$ cat src/rtl/sub_mag_pkg.sv
`default_nettype none
// ============================================================================
// Module  : sub_mag_pkg
// Purpose : Shared definitions for sub_magnitude_pipe. Holds the sample mode
//           encodings, the accumulator FSM state type and a clog2 helper.
// Ports   : (package, none)
// Rev     : 1.0  initial release
// ============================================================================
package sub_mag_pkg;

  localparam logic MODE_SAMPLE = 1'b0;
  localparam logic MODE_ACCUM  = 1'b1;

  typedef enum logic [1:0] {
    ST_IDLE  = 2'd0,
    ST_ACCUM = 2'd1,
    ST_EMIT  = 2'd2
  } acc_state_t;

  // Ceiling log2. This is used to size the result and the group counter.
  function automatic int clog2(input int value);
    int result;
    int rem;
    result = 0;
    rem    = value - 1;
    while (rem > 0) begin
      result = result + 1;
      rem    = rem >> 1;
    end
    return result;
  endfunction

endpackage
`default_nettype wire

$ cat src/rtl/sub_borrow_stage.sv
`default_nettype none
// ============================================================================
// Module  : sub_borrow_stage
// Purpose : Combinational ripple subtractor. It computes D = A - B
//           (mod 2^WIDTH) and the borrow out of the MSB, which is set when A < B.
// Ports   : i_a      [WIDTH] minuend
//           i_b      [WIDTH] subtrahend
//           o_d      [WIDTH] difference mod 2^WIDTH
//           o_borrow [1]     borrow out (A < B)
// Rev     : 1.0  initial release
// ============================================================================
module sub_borrow_stage #(
  parameter int WIDTH = 8
) (
  input  logic [WIDTH-1:0] i_a,
  input  logic [WIDTH-1:0] i_b,
  output logic [WIDTH-1:0] o_d,
  output logic             o_borrow
);

  // The borrow ripples through a local variable. A self-referencing chain
  // vector would create an apparent combinational loop.
  always_comb begin
    logic v_bw;
    v_bw = 1'b0;
    o_d  = '0;
    for (int i = 0; i < WIDTH; i++) begin
      o_d[i] = i_a[i] ^ i_b[i] ^ v_bw;
      v_bw   = (~i_a[i] & i_b[i]) | (~(i_a[i] ^ i_b[i]) & v_bw);
    end
    o_borrow = v_bw;
  end

endmodule
`default_nettype wire

$ cat src/rtl/sub_magnitude_pipe.sv
`default_nettype none
// ============================================================================
// Module  : sub_magnitude_pipe
// Purpose : Two-stage |A-B| pipeline with valid/ready handshakes.
//           - Stage 1 registers the difference and the borrow.
//           - Stage 2 either emits each magnitude (mode 0) or sums ACC_LEN
//             magnitudes into one group result (mode 1).
// Ports   : clk, rst            clock, async active-high reset
//           in_valid/in_ready   input handshake
//           in_a, in_b [WIDTH]  unsigned operands
//           in_mode             0 = per sample, 1 = accumulate group
//           out_valid/out_ready output handshake
//           out_mag [ACC_WIDTH] magnitude or group sum
//           out_b               borrow (OR of the borrows over a group)
//           out_last            closing result flag
// Rev     : 1.0  initial release
// ============================================================================
module sub_magnitude_pipe
  import sub_mag_pkg::*;
#(
  parameter int WIDTH     = 8,
  parameter int ACC_LEN   = 16,
  parameter int ACC_WIDTH = WIDTH + clog2(ACC_LEN)
) (
  input  logic                 clk,
  input  logic                 rst,
  input  logic                 in_valid,
  output logic                 in_ready,
  input  logic [WIDTH-1:0]     in_a,
  input  logic [WIDTH-1:0]     in_b,
  input  logic                 in_mode,
  output logic                 out_valid,
  input  logic                 out_ready,
  output logic [ACC_WIDTH-1:0] out_mag,
  output logic                 out_b,
  output logic                 out_last
);

  localparam int C_CNT_W = clog2(ACC_LEN);

  // Stage 1 signals
  logic [WIDTH-1:0] w_d;
  logic             w_borrow;
  logic             r_live;
  logic             r_s1_full;
  logic [WIDTH-1:0] r_s1_d;
  logic             r_s1_b;
  logic             r_s1_mode;

  // Stage 2 / FSM signals
  acc_state_t           r_state, w_state_nxt;
  logic [ACC_WIDTH-1:0] r_acc, w_acc_nxt;
  logic [C_CNT_W-1:0]   r_cnt, w_cnt_nxt;
  logic                 r_bflag, w_bflag_nxt;
  logic [WIDTH-1:0]     w_mag;
  logic [ACC_WIDTH-1:0] w_mag_ext;
  logic                 w_s2_free;
  logic                 w_s2_take;

  sub_borrow_stage #(.WIDTH(WIDTH)) u_borrow_stage (
    .i_a      (in_a),
    .i_b      (in_b),
    .o_d      (w_d),
    .o_borrow (w_borrow)
  );

  // Stage 2 is free unless a result is sitting in EMIT without being taken.
  assign w_s2_free = (r_state != ST_EMIT) || out_ready;
  assign w_s2_take = r_s1_full && w_s2_free;
  // r_live keeps in_ready low during reset and for the cycle that ends it.
  assign in_ready  = r_live && (!r_s1_full || w_s2_take);

  always_ff @(posedge clk or posedge rst) begin
    if (rst) begin
      r_live    <= 1'b0;
      r_s1_full <= 1'b0;
      r_s1_d    <= '0;
      r_s1_b    <= 1'b0;
      r_s1_mode <= MODE_SAMPLE;
    end else begin
      r_live <= 1'b1;
      if (in_ready) begin
        r_s1_full <= in_valid;
        if (in_valid) begin
          r_s1_d    <= w_d;
          r_s1_b    <= w_borrow;
          r_s1_mode <= in_mode;
        end
      end
    end
  end

  // Two's-complement negation of a borrowed difference gives the exact |A-B|.
  assign w_mag     = r_s1_b ? (~r_s1_d + WIDTH'(1)) : r_s1_d;
  assign w_mag_ext = ACC_WIDTH'(w_mag);

  always_comb begin
    w_state_nxt = r_state;
    w_acc_nxt   = r_acc;
    w_cnt_nxt   = r_cnt;
    w_bflag_nxt = r_bflag;

    if ((r_state == ST_EMIT) && out_ready) begin
      w_state_nxt = ST_IDLE;
      w_acc_nxt   = '0;
      w_cnt_nxt   = '0;
      w_bflag_nxt = 1'b0;
    end

    if (w_s2_take) begin
      if (r_state == ST_ACCUM) begin
        // The group mode is fixed, so the sample's own mode is ignored here.
        w_acc_nxt   = r_acc + w_mag_ext;
        w_bflag_nxt = r_bflag | r_s1_b;
        if (r_cnt == C_CNT_W'(ACC_LEN - 1)) begin
          w_state_nxt = ST_EMIT;
          w_cnt_nxt   = '0;
        end else begin
          w_cnt_nxt = r_cnt + C_CNT_W'(1);
        end
      end else begin
        // Either IDLE, or EMIT whose result leaves this cycle. In both cases
        // this sample opens a new group or a new single result.
        w_acc_nxt   = w_mag_ext;
        w_bflag_nxt = r_s1_b;
        if (r_s1_mode == MODE_SAMPLE) begin
          w_state_nxt = ST_EMIT;
          w_cnt_nxt   = '0;
        end else begin
          w_state_nxt = ST_ACCUM;
          w_cnt_nxt   = C_CNT_W'(1);
        end
      end
    end
  end

  always_ff @(posedge clk or posedge rst) begin
    if (rst) begin
      r_state <= ST_IDLE;
      r_acc   <= '0;
      r_cnt   <= '0;
      r_bflag <= 1'b0;
    end else begin
      r_state <= w_state_nxt;
      r_acc   <= w_acc_nxt;
      r_cnt   <= w_cnt_nxt;
      r_bflag <= w_bflag_nxt;
    end
  end

  assign out_valid = (r_state == ST_EMIT);
  assign out_mag   = r_acc;
  assign out_b     = r_bflag;
  assign out_last  = out_valid;

endmodule
`default_nettype wire
$ cat config.mk
export PLATFORM = sky130hd
export DESIGN_NAME = sub_magnitude_pipe
export DESIGN_NICKNAME = d
export VERILOG_FILES = /design/src/rtl/sub_mag_pkg.sv /design/src/rtl/sub_borrow_stage.sv /design/src/rtl/sub_magnitude_pipe.sv
export SDC_FILE = /design/constraint.sdc
export NUM_CORES = 1
export LEC_CHECK = 0
export BUFFER_PORTS_ARGS = -buffer_cell sky130_fd_sc_hd__buf_2
export CAP_MARGIN = 15
export CELL_PAD_IN_SITES_DETAIL_PLACEMENT = 1
export CELL_PAD_IN_SITES_GLOBAL_PLACEMENT = 2
export CORE_AREA = 2 2 78 95
export DETAILED_ROUTE_END_ITERATION = 10
export DIE_AREA = 0 0 80 97
export GPL_TIMING_DRIVEN = 0
export PLACE_DENSITY_LB_ADDON = 0.1
export RECOVER_POWER = 100
export SETUP_SLACK_MARGIN = 0.2
export SLEW_MARGIN = 40
export SYNTH_ARGS = -nofsm -noshare
export SYNTH_HDL_FRONTEND = slang
export SYNTH_SLANG_ARGS = --single-unit
$ cat constraint.sdc
create_clock -name clk -period 2.4 [get_ports clk]
set_clock_uncertainty 0.05 [all_clocks]
set_input_delay 0.12 -clock clk [delete_from_list [all_inputs] [get_ports clk]]
set_output_delay 0.12 -clock clk [all_outputs]
set_load 0.02 [all_outputs]
# Word level (Yosys, flattened, before mapping)
# Cells that the tools add are included.
# classes
bitwise	54
n_mux	17
order_cmp	0
eq_ne	4
div	0
reduce_logical	8
shift	0
n_mul	0
n_addsub	3
# op_table
op	n
12-bit 2-to-1 mux	3
4-bit 2-to-1 mux	4
1-bit AND	15
1-bit NOT	15
1-bit bitwise XOR	15
12-bit by 8-bit adder with 12-bit output	1
2-bit 2-to-1 mux	5
8-bit by 1-bit adder with 8-bit output, second input constant	1
8-bit 2-to-1 mux	1
8-bit NOT	1
1-bit bitwise OR	8
4-bit by 1-bit adder with 4-bit output, second input constant	1
4-bit equality test, second input constant	1
1-bit 2-to-1 mux	4
1-bit logical AND	3
2-bit by 1-bit equality test with 1-bit output, second input constant	1
2-bit equality test, second input constant	1
1-bit logical OR	2
2-bit != test, second input constant	1
2-bit AND reduction	1
2-bit nonzero test	1
1-bit zero test	1
# totals
mem_count	0
register_bits	31
out_inout_bits	16
mem_bits_rw	0
latch_bits	0
rom_bits	0
elab_cells	95

# Depth between registers and ports, before layout
# logic_depth
depth_word	16
ltp_mapped	13

# Modules after synthesis
# Synthesis repeated with hierarchy kept, for this count alone.
# hier_totals
cells_unflattened	228
hier_area_um2	2172.1
# modules_own_cells
mod	n_inst	cells_each	area_per_inst_um2
sub_magnitude_pipe	1	202	1951.9
sub_borrow_stage	1	26	220.2

# Worst setup path after synthesis
# OpenSTA, ideal clock, no wires.
# synth_path
path_type	input -> register
start	input in_a[0]
end	register r_s1_d[7]
required_time_ns	2.222
arrival_time_ns	3.149
stages	13
slack_ns	-0.927
setup_ns	0.128
n_path_buf	0
cell_sequence	inv_1 ha_1 inv_1 fa_1 inv_1 fa_1 fa_1 fa_1 fa_1 fa_1 inv_1 fa_1 mux2_1
# synth_via
elab_chain_len	15
# synth_lines
element	line_no	text
start, declared	sub_magnitude_pipe.sv:29	input logic [WIDTH-1:0] in_a,
1-bit NOT	sub_borrow_stage.sv:29	v_bw = (~i_a[i] & i_b[i]) | (~(i_a[i] ^ i_b[i]) & v_bw);
1-bit AND (2 in series)	sub_borrow_stage.sv:29	
1-bit bitwise OR	sub_borrow_stage.sv:29	
1-bit AND	sub_borrow_stage.sv:29	
1-bit bitwise OR	sub_borrow_stage.sv:29	
1-bit AND	sub_borrow_stage.sv:29	
1-bit bitwise OR	sub_borrow_stage.sv:29	
1-bit AND	sub_borrow_stage.sv:29	
1-bit bitwise OR	sub_borrow_stage.sv:29	
1-bit AND	sub_borrow_stage.sv:29	
1-bit bitwise OR	sub_borrow_stage.sv:29	
1-bit AND	sub_borrow_stage.sv:29	
1-bit bitwise OR	sub_borrow_stage.sv:29	
1-bit bitwise XOR	sub_borrow_stage.sv:28	o_d[i] = i_a[i] ^ i_b[i] ^ v_bw;
net u_borrow_stage.o_d[7]	sub_borrow_stage.sv:17	output logic [WIDTH-1:0] o_d,
end signal, assigned	sub_magnitude_pipe.sv:85	r_s1_d <= w_d;
end, declared	sub_magnitude_pipe.sv:46	logic [WIDTH-1:0] r_s1_d;
# The timed path passes the listed nets, and every way through them passes these cells.
# A chain may end at the register's enable or synchronous reset.

# Worst setup path after layout
# Ends and elaborated chain as after synthesis.

==> metrics.cfg <==
[run_status]
status=finished with violations
violations=setup timing

[route]
dr.pass1.iters=4
drc=0
ant_nets=0
avgRoutedWirePerCell_um=16.17
drtIter0Drc=46
drt-total-wl_um=6031
num_vias=1841
via_per_inst=4.936

[synthesis]
yosysTopAreaCellShare_pct=36.41
async_reset_ff_share_pct=100.0
synth_nets=252
synth.distinct_cells=54
yosys_warnings=0
synth_cells=209
avgSynthCellArea_um2=10.20
synth_area_um2=2131
ys_ff_latch=31
dominantRegCellSynth=dfrtp_1
synth_edf_count=0
synthTopCellsByArea=dfrtp_1, ha_1, fa_1
ys_seq_area_share_pct=36.41
yosysTopAreaCell=dfrtp_1

[placed_design]
place.port_buffers=36
dp.cells=332
dp_slack_ps=-1039
dp.final_hpwl_um=3998
place_congestion=0.7383
place_area_um2=2519

[critical_path]
worstSetupPathType=in2reg
cp_max_fo=1
cp.required_ps=2520
crit_top_cell=fa_2
cp_num_buf_inv=5
rr_startpoint=r_s1_d[3]$_DFFE_PP0P_
r2r_end=out_mag[11]$_DFFE_PP0P_
critPathTopFamily=adder cells
crit_slowest_cell=fa_2
slowest_delay_ps=430
path_cells=buf_8, inv_12, ha_4, inv_2, fa_2, inv_2, fa_2, fa_2, fa_2, fa_2, fa_2, inv_2, fa_2, mux2_4
end_kind=flop
r2r_cells=9
worstPathArrival_ps=3140
r2r_setup_slack_ps=-270
critical_path.startpoint_type=primary input

[timing]
min_period_ps=3015
finalCritPeriodShare_pct=125.6
slew_headroom_pct=18.23
rsz0062_at_grt=true
hold_violations=0
clock.fmax_ghz=0.3317
tightest_slew_ps=1225
setup_slack_ps=-614.8
maxSlewViolCount=0
setup-violations-final=11

[clock_tree]
h-tree-depth=2
clkLatencyLatePin_ps=280
clkSinkCount=31
clock_path_buffers=2
numCtsBuffers=5
cts_tree=done
clkTransAtPathRegs_ps=70
ctsRootBufferMaster=clkbuf_8

[power_and_ir_drop]
p_leak_nw=1.413
internal_power_mw=2.287
powerDensity_nw_per_um2=1301
p_seq_share_pct=22.0
clkPwrFrac_pct=10.3
swShare_pct=44.46
pwr-share-comb_pct=67.7
peakVddDrop_mv=0.3786
p_switching_mw=1.831

[global_route]
grt_pass1_wl_um=9315
antenna_found_initial=0
grt-ovfl-total=0
grt_max_degree=32
grt_pass1_vias=1896
grt_use_total_pct=15.41

[floorplan]
core-area_um2=6771
dieArea_um2=7760
ioPinCount=37
start_util_pct=31.47
die_x_um=80
die_h_um=97
placementRows=33

[min_path]
hold_class=in2reg
min_to=r_s1_d[0]$_DFFE_PP0P_
hold_path_depth=3
min-delay-start=in_b[0]

[cells_and_area]
syn_to_final_growth_pct=48.62
diodes=0
finalNonFillerCells=373
final_layout_size_suffix_gt1_share_pct=45.45
postLayoutCellArea_um2=3167
finish.utilization_pct=46.77
nets=329

[run]
maxCapViolations=0

[cell type report]
cell class | count | area [um2]
well taps | 87 | 108.9
clock buffers | 6 | 82.58
plain buffers | 5 | 33.78
inverters | 21 | 98.84
repair buffers | 70 | 508.0
clock inverters | 1 | 5.005
flip-flops and latches | 31 | 777.0
multi-input cells | 152 | 1553
fillers | 770 | 3605
[power groups by stage]
| stage | clock network (mW) | logic [mW] | registers [mW] |
|---|---|---|---|
| 4_1_cts | 0.446 | 2.48 | 0.897 |
| 6_report | 0.425 | 2.79 | 0.905 |
| 5_1_grt | 0.465 | 3.02 | 0.936 |
| 3_5_place_dp | 0 | 1.86 | 0.886 |
| 3_3_place_gp | 0 | 1.85 | 0.880 |
| 2_1_floorplan | 0 | 1.35 | 0.935 |
[cell families (layout without fill, tap and decap cells)]
family,Yosys count,count (layout),synth area share (%)
xor gates and xnor gates,12,12,4.933
muxes,3,3,1.585
and+or+nand+nor,49,49,13.10
DFF,31,31,36.41
buffers and inverters,26,103,5.754
AOI/OAI and AO/OA,65,65,22.31
adders and majority gates,22,22,15.74
other,1,1,0.1760
[routing by layer]
layer / vias up / routed length [um] / GRT usage (%)
li1: 884 / - / -
met1: 915 / 2429 / 17.45
met2: 34 / 3337 / 28.65
met3: 8 / 203 / 3.172
met4: 0 / 61 / 3.911
met5: - / 0 / 0
[cells in the final DEF (no fill, tap or decap), types with 6 or more instances in the layout]
master | Yosys | routed
ha_1 | 14 | 7
clkbuf_8 | 1 | 7
ha_4 | 0 | 7
fa_2 | 0 | 7
inv_1 | 20 | 14
buf_4 | 2 | 13
dfrtp_1 | 31 | 30
o21ai_1 | 20 | 13
buf_6 | 1 | 20
o21ai_0 | 7 | 10
clkbuf_1 | 1 | 16
xnor2_2 | 0 | 6
nand2_1 | 24 | 20
buf_2 | 0 | 21
[what timing repair did]
action,CTS,global route
setup buffers,24,8
hold buffers,2,0
endpoints found under the hold margin,32,0
resized for setup,36,40
endpoints found under the setup margin,12,14
gates cloned,0,0
pin swaps,14,20
[worst reg2reg max path, delay by kind of cell, from the launching register on]
family	cells	cell delay [ps]
AO/OA/AOI/OAI	5	990
XOR/XNOR	1	180
adder cells (fa/ha/maj)	1	280
flip-flops	1	540
AND/OR/NAND/NOR	2	520
[synthesized netlist by cell type, drive strengths merged (3+ instances only)]
cell type / instances
dfrtp: 31
o21ai: 28
nand2: 25
inv: 21
ha: 14
a21oi: 9
xnor2: 9
fa: 8
nor2: 7
a22oi: 6
a31oi: 4
or3: 4
a21o: 3
buf: 3
mux2: 3
nand2b: 3
o31ai: 3
xor2: 3
[registers in the layout (all words and copies together) (netlist names)]
| name | cells |
|---|---|
| r_s1_full | 1 |
| r_s1_d | 8 |
| out_mag | 12 |
| out_b | 1 |
| r_live | 1 |
| r_state | 2 |
| r_s1_b | 1 |
| r_s1_mode | 1 |
| r_cnt | 4 |
[metrics by stage]
stage                     power (mW)  setup TNS [ps]  hold slack (ps)
after floorplan                2.287           -1249            173.5
after global placement         2.725           -2830            283.9
after detailed placement       2.749           -3072            219.3
after CTS                      3.819           -1928            88.91
after global routing           4.424           -3525            92.98
final                          4.119           -2265            94.00
[worst max path at each step]
stage / to / cells after the start / startpoint
2_1_floorplan: r_s1_d[7]$_DFFE_PP0P_ / 13 / in_a[0]
3_3_place_gp: r_s1_d[7]$_DFFE_PP0P_ / 14 / in_a[0]
3_5_place_dp: r_s1_d[7]$_DFFE_PP0P_ / 14 / in_a[0]
4_1_cts: r_s1_d[7]$_DFFE_PP0P_ / 14 / in_a[0]
5_1_grt: r_s1_d[7]$_DFFE_PP0P_ / 14 / in_a[0]
6_report: r_s1_d[7]$_DFFE_PP0P_ / 14 / in_a[0]
(Power assumes the default switching activity.)
